--- src/rtl/adc_frame_packer.sv ---
`default_nettype none
// ============================================================================
// Module : adc_frame_packer
// Turns synchronized ADC capture events into 11-word checksummed stream frames.
// Rev    : 1.0  initial release
// ============================================================================
module adc_frame_packer #(
  parameter logic [15:0] HEADER      = 16'hA5A5,
  parameter int          SYNC_STAGES = 2
) (
  input  logic         sys_clk,
  input  logic         rst_n,
  input  logic         pkt_enable,
  input  logic         adc_read_done,
  input  logic [127:0] adc_ch_data,
  output logic [15:0]  m_data,
  output logic         m_valid,
  input  logic         m_ready,
  output logic         m_last,
  output logic [15:0]  frame_cnt,
  output logic [15:0]  drop_cnt,
  output logic         busy
);

  localparam logic [3:0] c_last_idx = 4'd10;

  typedef enum logic [0:0] {ST_IDLE = 1'b0, ST_SEND = 1'b1} state_t;

  state_t                 r_state;
  logic [SYNC_STAGES-1:0] r_sync;
  logic [SYNC_STAGES-1:0] r_fill;
  logic                   r_edge;
  logic                   r_armed;
  logic [3:0]             r_idx;
  logic [127:0]           r_act_data;
  logic [127:0]           r_pend_data;
  logic [15:0]            r_act_seq;
  logic [15:0]            r_pend_seq;
  logic [15:0]            r_seq;
  logic                   r_pend_full;

  logic                   w_sync_out;
  logic                   w_cap_evt;
  logic                   w_xfer;
  logic                   w_last_xfer;
  logic [3:0]             w_next_idx;
  logic [15:0]            w_csum;
  logic [15:0]            w_next_word;

  assign w_sync_out  = r_sync[SYNC_STAGES-1];
  assign w_cap_evt   = w_sync_out & ~r_edge & r_armed & pkt_enable;
  assign w_xfer      = m_valid & m_ready;
  assign w_last_xfer = w_xfer & (r_idx == c_last_idx);
  assign w_next_idx  = r_idx + 4'd1;
  assign busy        = (r_state == ST_SEND) | r_pend_full;

  always_comb begin
    w_csum = r_act_seq;
    for (int i = 0; i < 8; i++) begin
      w_csum = w_csum + r_act_data[16*i +: 16];
    end
  end

  always_comb begin
    w_next_word = w_csum;
    case (w_next_idx)
      4'd1:    w_next_word = r_act_seq;
      4'd2:    w_next_word = r_act_data[15:0];
      4'd3:    w_next_word = r_act_data[31:16];
      4'd4:    w_next_word = r_act_data[47:32];
      4'd5:    w_next_word = r_act_data[63:48];
      4'd6:    w_next_word = r_act_data[79:64];
      4'd7:    w_next_word = r_act_data[95:80];
      4'd8:    w_next_word = r_act_data[111:96];
      4'd9:    w_next_word = r_act_data[127:112];
      default: w_next_word = w_csum;
    endcase
  end

  // r_fill marks when the sync chain holds real samples, so a flag already
  // high at reset release is not mistaken for a fresh rising edge.
  always_ff @(posedge sys_clk or negedge rst_n) begin
    if (!rst_n) begin
      r_sync  <= '0;
      r_fill  <= '0;
      r_edge  <= 1'b0;
      r_armed <= 1'b0;
    end else begin
      r_sync  <= {r_sync[SYNC_STAGES-2:0], adc_read_done};
      r_fill  <= {r_fill[SYNC_STAGES-2:0], 1'b1};
      r_edge  <= w_sync_out;
      r_armed <= r_armed | (r_fill[SYNC_STAGES-1] & ~w_sync_out);
    end
  end

  always_ff @(posedge sys_clk or negedge rst_n) begin
    if (!rst_n) begin
      r_state     <= ST_IDLE;
      r_idx       <= '0;
      r_act_data  <= '0;
      r_act_seq   <= '0;
      r_pend_data <= '0;
      r_pend_seq  <= '0;
      r_pend_full <= 1'b0;
      r_seq       <= '0;
      frame_cnt   <= '0;
      drop_cnt    <= '0;
      m_data      <= '0;
      m_valid     <= 1'b0;
      m_last      <= 1'b0;
    end else begin
      case (r_state)
        ST_IDLE: begin
          if (w_cap_evt) begin
            r_act_data <= adc_ch_data;
            r_act_seq  <= r_seq;
            r_seq      <= r_seq + 16'd1;
            r_idx      <= '0;
            m_data     <= HEADER;
            m_valid    <= 1'b1;
            m_last     <= 1'b0;
            r_state    <= ST_SEND;
          end
        end
        ST_SEND: begin
          // A full slot drops the event even if it drains this very cycle.
          if (w_cap_evt) begin
            if (r_pend_full) begin
              if (drop_cnt != 16'hFFFF) drop_cnt <= drop_cnt + 16'd1;
            end else begin
              r_seq <= r_seq + 16'd1;
              if (!w_last_xfer) begin
                r_pend_full <= 1'b1;
                r_pend_data <= adc_ch_data;
                r_pend_seq  <= r_seq;
              end
            end
          end
          if (w_last_xfer) begin
            frame_cnt <= frame_cnt + 16'd1;
            if (r_pend_full || w_cap_evt) begin
              r_act_data  <= r_pend_full ? r_pend_data : adc_ch_data;
              r_act_seq   <= r_pend_full ? r_pend_seq : r_seq;
              r_pend_full <= 1'b0;
              r_idx       <= '0;
              m_data      <= HEADER;
              m_last      <= 1'b0;
            end else begin
              r_state <= ST_IDLE;
              m_valid <= 1'b0;
              m_last  <= 1'b0;
              m_data  <= '0;
            end
          end else if (w_xfer) begin
            r_idx  <= w_next_idx;
            m_data <= w_next_word;
            m_last <= (w_next_idx == c_last_idx);
          end
        end
        default: r_state <= ST_IDLE;
      endcase
    end
  end

endmodule
`default_nettype wire

--- config.mk ---
export PLATFORM = sky130hd
export DESIGN_NAME = adc_frame_packer
export DESIGN_NICKNAME = d
export VERILOG_FILES = /design/src/rtl/adc_frame_packer.sv
export SDC_FILE = /design/constraint.sdc
export NUM_CORES = 1
export LEC_CHECK = 0
export ABC_AREA = 1
export BUFFER_PORTS_ARGS = -buffer_cell sky130_fd_sc_hd__clkbuf_2
export CAP_MARGIN = 0
export CORE_ASPECT_RATIO = 0.8
export CORE_MARGIN = 4
export CORE_UTILIZATION = 55
export CTS_CLUSTER_SIZE = 24
export DETAILED_ROUTE_END_ITERATION = 8
export PLACE_DENSITY = 0.78
export SKIP_CTS_REPAIR_TIMING = 1
export SYNTH_ARGS = -nofsm -noshare
export SYNTH_HDL_FRONTEND = slang
export SYNTH_SLANG_ARGS = --single-unit
export TNS_END_PERCENT = 5
--- constraint.sdc ---
create_clock -name sys_clk -period 3.91 [get_ports sys_clk]
set_input_delay 0.5865 -clock sys_clk [delete_from_list [all_inputs] [get_ports sys_clk]]
set_output_delay 0.5865 -clock sys_clk [all_outputs]
set_load 0.1 [all_outputs]
==> impl_results.md, run 1 <==
* Run status: complete, but fails checks
* Failing checks: negative setup slack
* Crit path to: m_data[10]
* Total number of vias at 17600
* Top cells by area, synth: dfrtp_1 (45%), nand2_1 (10%), fa_1 (10%), o21ai_0 (7.8%), inv_1 (7.4%)
* Die Wd at roughly 220 um
* Rel. slew slack at 0.280
* Area share of xor/xnor cells in the synthesized design at 0.0262
* Share of the synthesized area in the top cell type at 0.451
* Clk_skew at 22.2 ps
* Post-route minimum period at 4150 ps
* Netlist Area Pre-Place at about 20000 um2
* Initial Util at 0.562
* First-pass GRT wire length at 99800 um
* Layout Utilization at 0.669
* Clk sinks at 366
* Worst setup margin at -239 ps
* CORE AREA at ~36000 um2
* Pins Over Slew Limit at 0
* Worst hold margin at 15.5 ps
* Seq cells post-synth at 366
* Drt total wl at 65100 um
* ANT nets after route at 0
* Worst Path Class, Setup: flop to flop
* Max-cap violations at 0
* Arrival @ worst endpoint at 4630 ps
* Ports at 184
* Iteration-0 DRC Markers at 1849
* Commonest cells after routing, fill and taps aside: nand2_1 (559), inv_1 (393), dfrtp_1 (365)
* Area delta synth->final at 19.1%
* Yosys warns at 0
* CTS max path bufs at 3
* Largest net degree at the start of global routing at 166
* Synth area leader: dfrtp_1
* Ant. Diodes at 0
* Final count of hold timing violations at 0
* Drt pass-1 iters at 6
* Post-synth EDFFs at 0
* Worst-path maximum fanout at 2
* HPWL Detailed at between 40000 and 50000 um
* Vias in the first global route at between 15000 and 20000
* FF-to-FF path depth at 19
* Via density at approximately 5.5
* Final #Nets at ~3000
* Antenna violations before repair at 1
* Die Area at 40100 um2
* Hold Path Class: primary input to asynchronous set/reset pin
* Drt drc at 0
* Synthesized Nets at 2685
* Startpoint Class: flop
* Worst R2R End: m_data[10]
* P per Cell Area at 396 nW/um2
* Worst slew pin tran at 1070 ps
* Peak Freq at 0.241 GHz
* Post-synthesis compound-gate area fraction at 0.133
* Fin crit share at 1.06
* Dominant synthesized flop cell: dfrtp_1
* CTS HTree Levels at 2
* FF-to-FF Start: r_act_data[98]
* Leak at ~13 nW
* Commonest non-fill, non-tap cell in the layout: nand2_1
* Gr ovfl total at 0
* Layout cell share with drive strength beyond 1 at 0.170
* Post-synthesis simple-gate area fraction at 0.175
* Largest family of logic cells by synthesized area: simple AND/OR/NAND/NOR gates
* CTS tree: built
* Final-report setup violation count at 11
* Adder-Cell Fraction of Synth Area at 0.115
* CP Capture Type: flop
* Post-DR wirelength/cell at approximately 20 um
* Worst-Skew Late Latency at ~560 ps
* Netlist cell types at 40
* Internal reg-to-reg setup slack at -240 ps
* VDD IR max at 0.512 mV
* Die height at 180 um
* CP required at between 4000 and 5000 ps
* Final GP Congestion at 1.01
* Cts bufs inserted at 39
* Synth Instances at about 2400
* Root Driver: clkbuf_16
* Fraction of registers with async set/reset at 1.00
* Syn avg cell area at 8.37 um2
* Mux cell area share after synthesis at 0.000555
* CP startpoint: r_act_data[98]
* Rows at 62
* RSZ-0062 raised after global routing: true
* Number of port buffers at 183
* Seq/Total Area, Yosys at 0.451
* Tot GR Track Use at 0.324
* Clock transition at path regs at 60 ps
[per-stage QoR]
| step | TNS [ps] | power [mW] | cell area (um2) | worst slack (ps) | cells |
|---|---|---|---|---|---|
| final | -1820 | 9.58 | 24200 | -239 | 3225 |
| after CTS | -1940 | 9.61 | 24100 | -249 | 3225 |
| after global placement | -1660 | 5.78 | 22800 | -253 | 3156 |
| after floorplan | 0 | 5.31 | 20300 | 8.38 | 2426 |
| after global routing | -3930 | 10.0 | 24200 | -408 | 3225 |
| after detailed placement | -1670 | 5.87 | 22800 | -228 | 3156 |
[logic make-up after synthesis]
kind of cell	Yosys count
and+or+nand+nor	867
adders and majority gates	126
xor gates and xnor gates	59
AOI/OAI and AO/OA	494
muxes	1
DFF	366
other	1
buffers and inverters	512
[worst min-delay path by stage]
stage          depth (start not counted)      start               end
6_report                               1      rst_n  r_pend_data[103]
5_1_grt                                1      rst_n   r_act_data[103]
4_1_cts                                1      rst_n  r_pend_data[103]
3_5_place_dp                           0  r_fill[0]         r_fill[1]
3_3_place_gp                           0  r_fill[0]         r_fill[1]
2_1_floorplan                          0      rst_n       drop_cnt[0]
[final cells by class]
| type | count | area, um2 |
|---|---|---|
| well taps | 480 | 601 |
| inverters | 406 | 1530 |
| clock inverters | 10 | 151 |
| repair buffers | 356 | 2350 |
| clock buffers | 59 | 1140 |
| fillers | 3073 | 12000 |
| multi-input cells | 1548 | 9250 |
| flip-flops and latches | 366 | 9160 |
[synthesized netlist by cell type (3+ instances only)]
cell      instances
a21oi_1          82
buf_1             3
buf_2            47
clkbuf_1         52
clkinv_1          4
dfrtp_1         366
fa_1            101
ha_1             25
inv_1           398
inv_2             4
nand2_1         562
nand2_2           3
nand3_1          89
nand3_2           6
nand4_1          18
nor2_1          152
nor2_2            6
nor2_4            3
nor3_1           20
nor4_1            4
o211ai_1         77
o21ai_0         317
o22ai_1           9
xnor2_1          18
xor2_1           39
[flip-flops by register name, summed over array words and instances, names as in the netlist]
name and flops:
drop_cnt 16, frame_cnt 16, m_data 16, m_last 1, m_valid 1, r_act_data 128, r_act_seq 16, r_armed 1
r_edge 1, r_fill 2, r_idx 4, r_pend_data 128, r_pend_full 1, r_pend_seq 16, r_seq 16, r_state 1
r_sync 2
[metal layers]
| metal | wire length, um | global-route usage |
|---|---|---|
| met1 | 27300 | 0.445 |
| met2 | 28800 | 0.484 |
| met3 | 6800 | 0.117 |
| met4 | 2220 | 0.105 |
| met5 | 13 | 0 |
[where the power goes]
group          switching, mW  internal (mW)  total (mW)
clock network           1.59           2.17        3.76
registers              0.223           4.27        4.49
logic                  0.932          0.400        1.33
[critical path, stage by stage, from the launching register on]
cell and delay [ps]:
dfrtp_1 400, fa_1 570, fa_1 450, fa_1 550, inv_1 60, fa_1 460
inv_1 80, ha_2 180, inv_2 40, fa_2 340, inv_2 70, nand3_2 60
nand2_2 80, nand3_2 90, nand2_1 90, xor2_1 210, nand3_1 100, nand4_1 100
nand2_1 70, nand2_1 70
(Power assumes the default switching activity.)
==> run 2: changes to the inputs <==
--- a/config.mk
+++ b/config.mk
@@ -10,11 +10,10 @@
 export CAP_MARGIN = 0
 export CORE_ASPECT_RATIO = 0.8
 export CORE_MARGIN = 4
-export CORE_UTILIZATION = 55
+export CORE_UTILIZATION = 60
 export CTS_CLUSTER_SIZE = 24
 export DETAILED_ROUTE_END_ITERATION = 8
-export PLACE_DENSITY = 0.78
-export SKIP_CTS_REPAIR_TIMING = 1
+export PLACE_DENSITY = 0.89
 export SYNTH_ARGS = -nofsm -noshare
 export SYNTH_HDL_FRONTEND = slang
 export SYNTH_SLANG_ARGS = --single-unit
==> constraint.sdc (replaced) <==
create_clock -name sys_clk -period 4.1 [get_ports sys_clk]
set_input_delay 0.615 -clock sys_clk [delete_from_list [all_inputs] [get_ports sys_clk]]
set_output_delay 0.615 -clock sys_clk [all_outputs]
set_load 0.1 [all_outputs]
==> run 2 against run 1 <==
The flow still finishes with violations (negative setup slack). Largest power group unchanged. Non-clock buffer count decreased by 49. Core utilization increased by 5.1 points. Cell count decreased by 3.3%. Flip-flop and latch count unchanged. Die area decreased by 8.0%.
==> impl_results.md, run 2 (synthesis gave the netlist of run 1 again) <==
* Hold Path Class: primary input to asynchronous set/reset pin
* Area delta synth->final at 16.7%
* Arrival @ worst endpoint at 4600 ps (-30 ps)
* Fill cell count at 2498 (-19%)
* Drt pass-1 iters at 6 (unchanged)
* Antenna violations before repair at 1 (unchanged)
* Ports at 184 (unchanged)
* Post-Layout Cell Count at 3118 (-3.3%)
* CP Capture Type: flop
* Worst-path maximum fanout at 2 (unchanged)
* Via density at 5.63 (+3.3%)
* VDD IR max at 0.613 mV (+20%)
* Finished layout cell area at 23700 um2 (-2.0%)
* Tot GR Track Use at 0.348 (+0.0242)
* Die height at 173 um (-4.1%)
* Vias in the first global route at 17500 (+1.3%)
* Final GP Congestion at 1.08 (+7.0%)
* Worst setup margin at -53.4 ps (+185 ps)
* Peak Freq at 0.241 GHz (-0.11%)
* Worst-Skew Late Latency at 550 ps (about the same)
* Initial Util at 0.617 (+0.0550)
* Pre-CTS setup slack at -242 ps (-13.5 ps)
* Fin crit share at 1.01 (-0.0480)
* Worst slew pin tran at 1220 ps (+150 ps)
* Crit path cell chain: inv_2 -> fa_1 -> inv_2 -> fa_1 -> fa_1 -> inv_1 -> fa_1 -> inv_2 -> ha_4 -> inv_2 -> fa_2 -> inv_2 -> nand3_2 -> nand2_2 -> buf_4 -> nand4_1 -> nand3_1 -> xnor2_1 -> nand2_1 -> nand3_1 -> nand2_1
* CTS tree: built
* Drt total wl at 64200 um (-1.4%)
* Total number of vias at 17600 (-0.15%)
* Largest net degree at the start of global routing at 146 (-12%)
* Startpoint Class: flop
* CP required at 4540 ps (+150 ps)
* Clk sinks at 366 (unchanged)
* Commonest cells after routing, fill and taps aside: nand2_1 (558), inv_1 (390), dfrtp_1 (358)
* HPWL Detailed at 48000 um (-3.4%)
* Clk_skew at 19.6 ps (-2.59 ps)
* Pins Over Slew Limit at 0 (unchanged)
* Failing checks: negative setup slack
* Regs by FF count: r_act_data (128), r_pend_data (128)
* Layout cell share with drive strength beyond 1 at 0.162 (-0.00737)
* Iteration-0 DRC Markers at 1986 (+7.4%)
* Final #Nets at 2925 (-1.7%)
* Root Driver: clkbuf_16
* Worst Path Class, Setup: flop to flop
* Number of port buffers at 183 (unchanged)
* Area after DPL at 22300 um2 (-2.2%)
* Post-DR wirelength/cell at 20.6 um (+1.9%)
* Gr ovfl total at 0 (unchanged)
* CP peak stage delay at 550 ps (-20 ps)
* CTS max path bufs at 3 (unchanged)
* Rel. slew slack at 0.185 (-0.0949)
* First-pass GRT wire length at 98200 um (-1.6%)
* Run status: complete, but fails checks
* Final count of hold timing violations at 0 (unchanged)
* Crit-path most repeated cell: inv_2
* Die Wd at 214 um (-4.1%)
* Die Area at 36900 um2 (-8.0%)
* Commonest non-fill, non-tap cell in the layout: nand2_1
* Drt drc at 0 (unchanged)
* Hold_buf cts at 0
* ANT nets after route at 0 (unchanged)
* Placed insts at 3049 (-3.4%)
* Clock transition at path regs at 70 ps (about the same)
* CORE AREA at 32900 um2 (-8.9%)
* Final-report setup violation count at 4 (-7)
* Cts bufs inserted at 37 (-5.1%)
* Max-cap violations at 0 (unchanged)
* Post-route minimum period at 4150 ps (+4.72 ps)
* Slowest-stage cell, CP: fa_1
* RSZ-0062 raised after global routing: true
* Worst hold margin at 3.85 ps (-11.6 ps)
* Rows at 59 (-4.8%)
* Ant. Diodes at 0 (unchanged)
* Leak at 12.2 nW (-2.4%)
* CTS HTree Levels at 2 (unchanged)
* P per Cell Area at 377 nW/um2 (-4.8%)
run 2: per-layer routing:
| layer | vias to the layer above | wire length (um) | track usage |
|---|---|---|---|
| met5 | - | 13 | 0 |
| met4 | 2 | 2800 | 0.120 |
| met2 | 817 | 28400 | 0.519 |
| li1 | 8093 | - | - |
| met3 | 148 | 7280 | 0.124 |
| met1 | 8504 | 25700 | 0.478 |
run 2: what timing repair did:
action,CTS,global route
gates resized for setup,12,38
pin swaps,3,11
setup endpoints to repair,9,12
buffers inserted,1,4
cloned,0,0
run 2: final cells by class:
class | instances | area [um2] | share of cell area
flip-flops and latches | 366 | 9170 | 0.387
clock buffers | 56 | 1110 | 0.0468
inverters | 406 | 1530 | 0.0644
repair buffers | 307 | 1960 | 0.0826
clock inverters | 8 | 101 | 0.00428
multi-input cells | 1548 | 9300 | 0.393
well taps | 427 | 534 | 0.0225
run 2: power breakdown:
group	total, mW	switching [mW]	leakage [nW]	internal (mW)
registers	4.30	0.227	4.65	4.07
logic	1.23	0.861	6.99	0.371
clock network	3.42	1.47	0.591	1.95
total	8.94	2.56	12.2	6.39
run 2: critical path, delay by kind of cell, from the launching register on:
family,cells,cell delay (ps)
adders and majority gates,6,2500
and+or+nand+nor,7,570
buffers and inverters,7,500
DFF,1,360
xor gates and xnor gates,1,110
run 2: path summary, 6_finish.rpt:
kind                               startpoint  cells after the start               end  slack, ps
worst max-delay path            r_act_data[2]                     21        m_data[14]        -50
worst min-delay path                    rst_n                      1  r_pend_data[104]          4
worst max register to register  r_act_data[2]                     21        m_data[14]        -50
worst min register to register      r_sync[0]                      0         r_sync[1]        350
max in group asynchronous               rst_n                      2            r_edge       3020
min in group sys_clk            adc_read_done                      1         r_sync[0]        170
run 2: metrics by stage:
step	utilization	power, mW	setup TNS [ps]
after floorplan	-	5.07	0
after global placement	0.678	5.46	-438
after detailed placement	0.678	5.57	-612
after CTS	0.716	8.96	-65.2
after global routing	0.720	9.32	-1390
final	0.720	8.94	-119
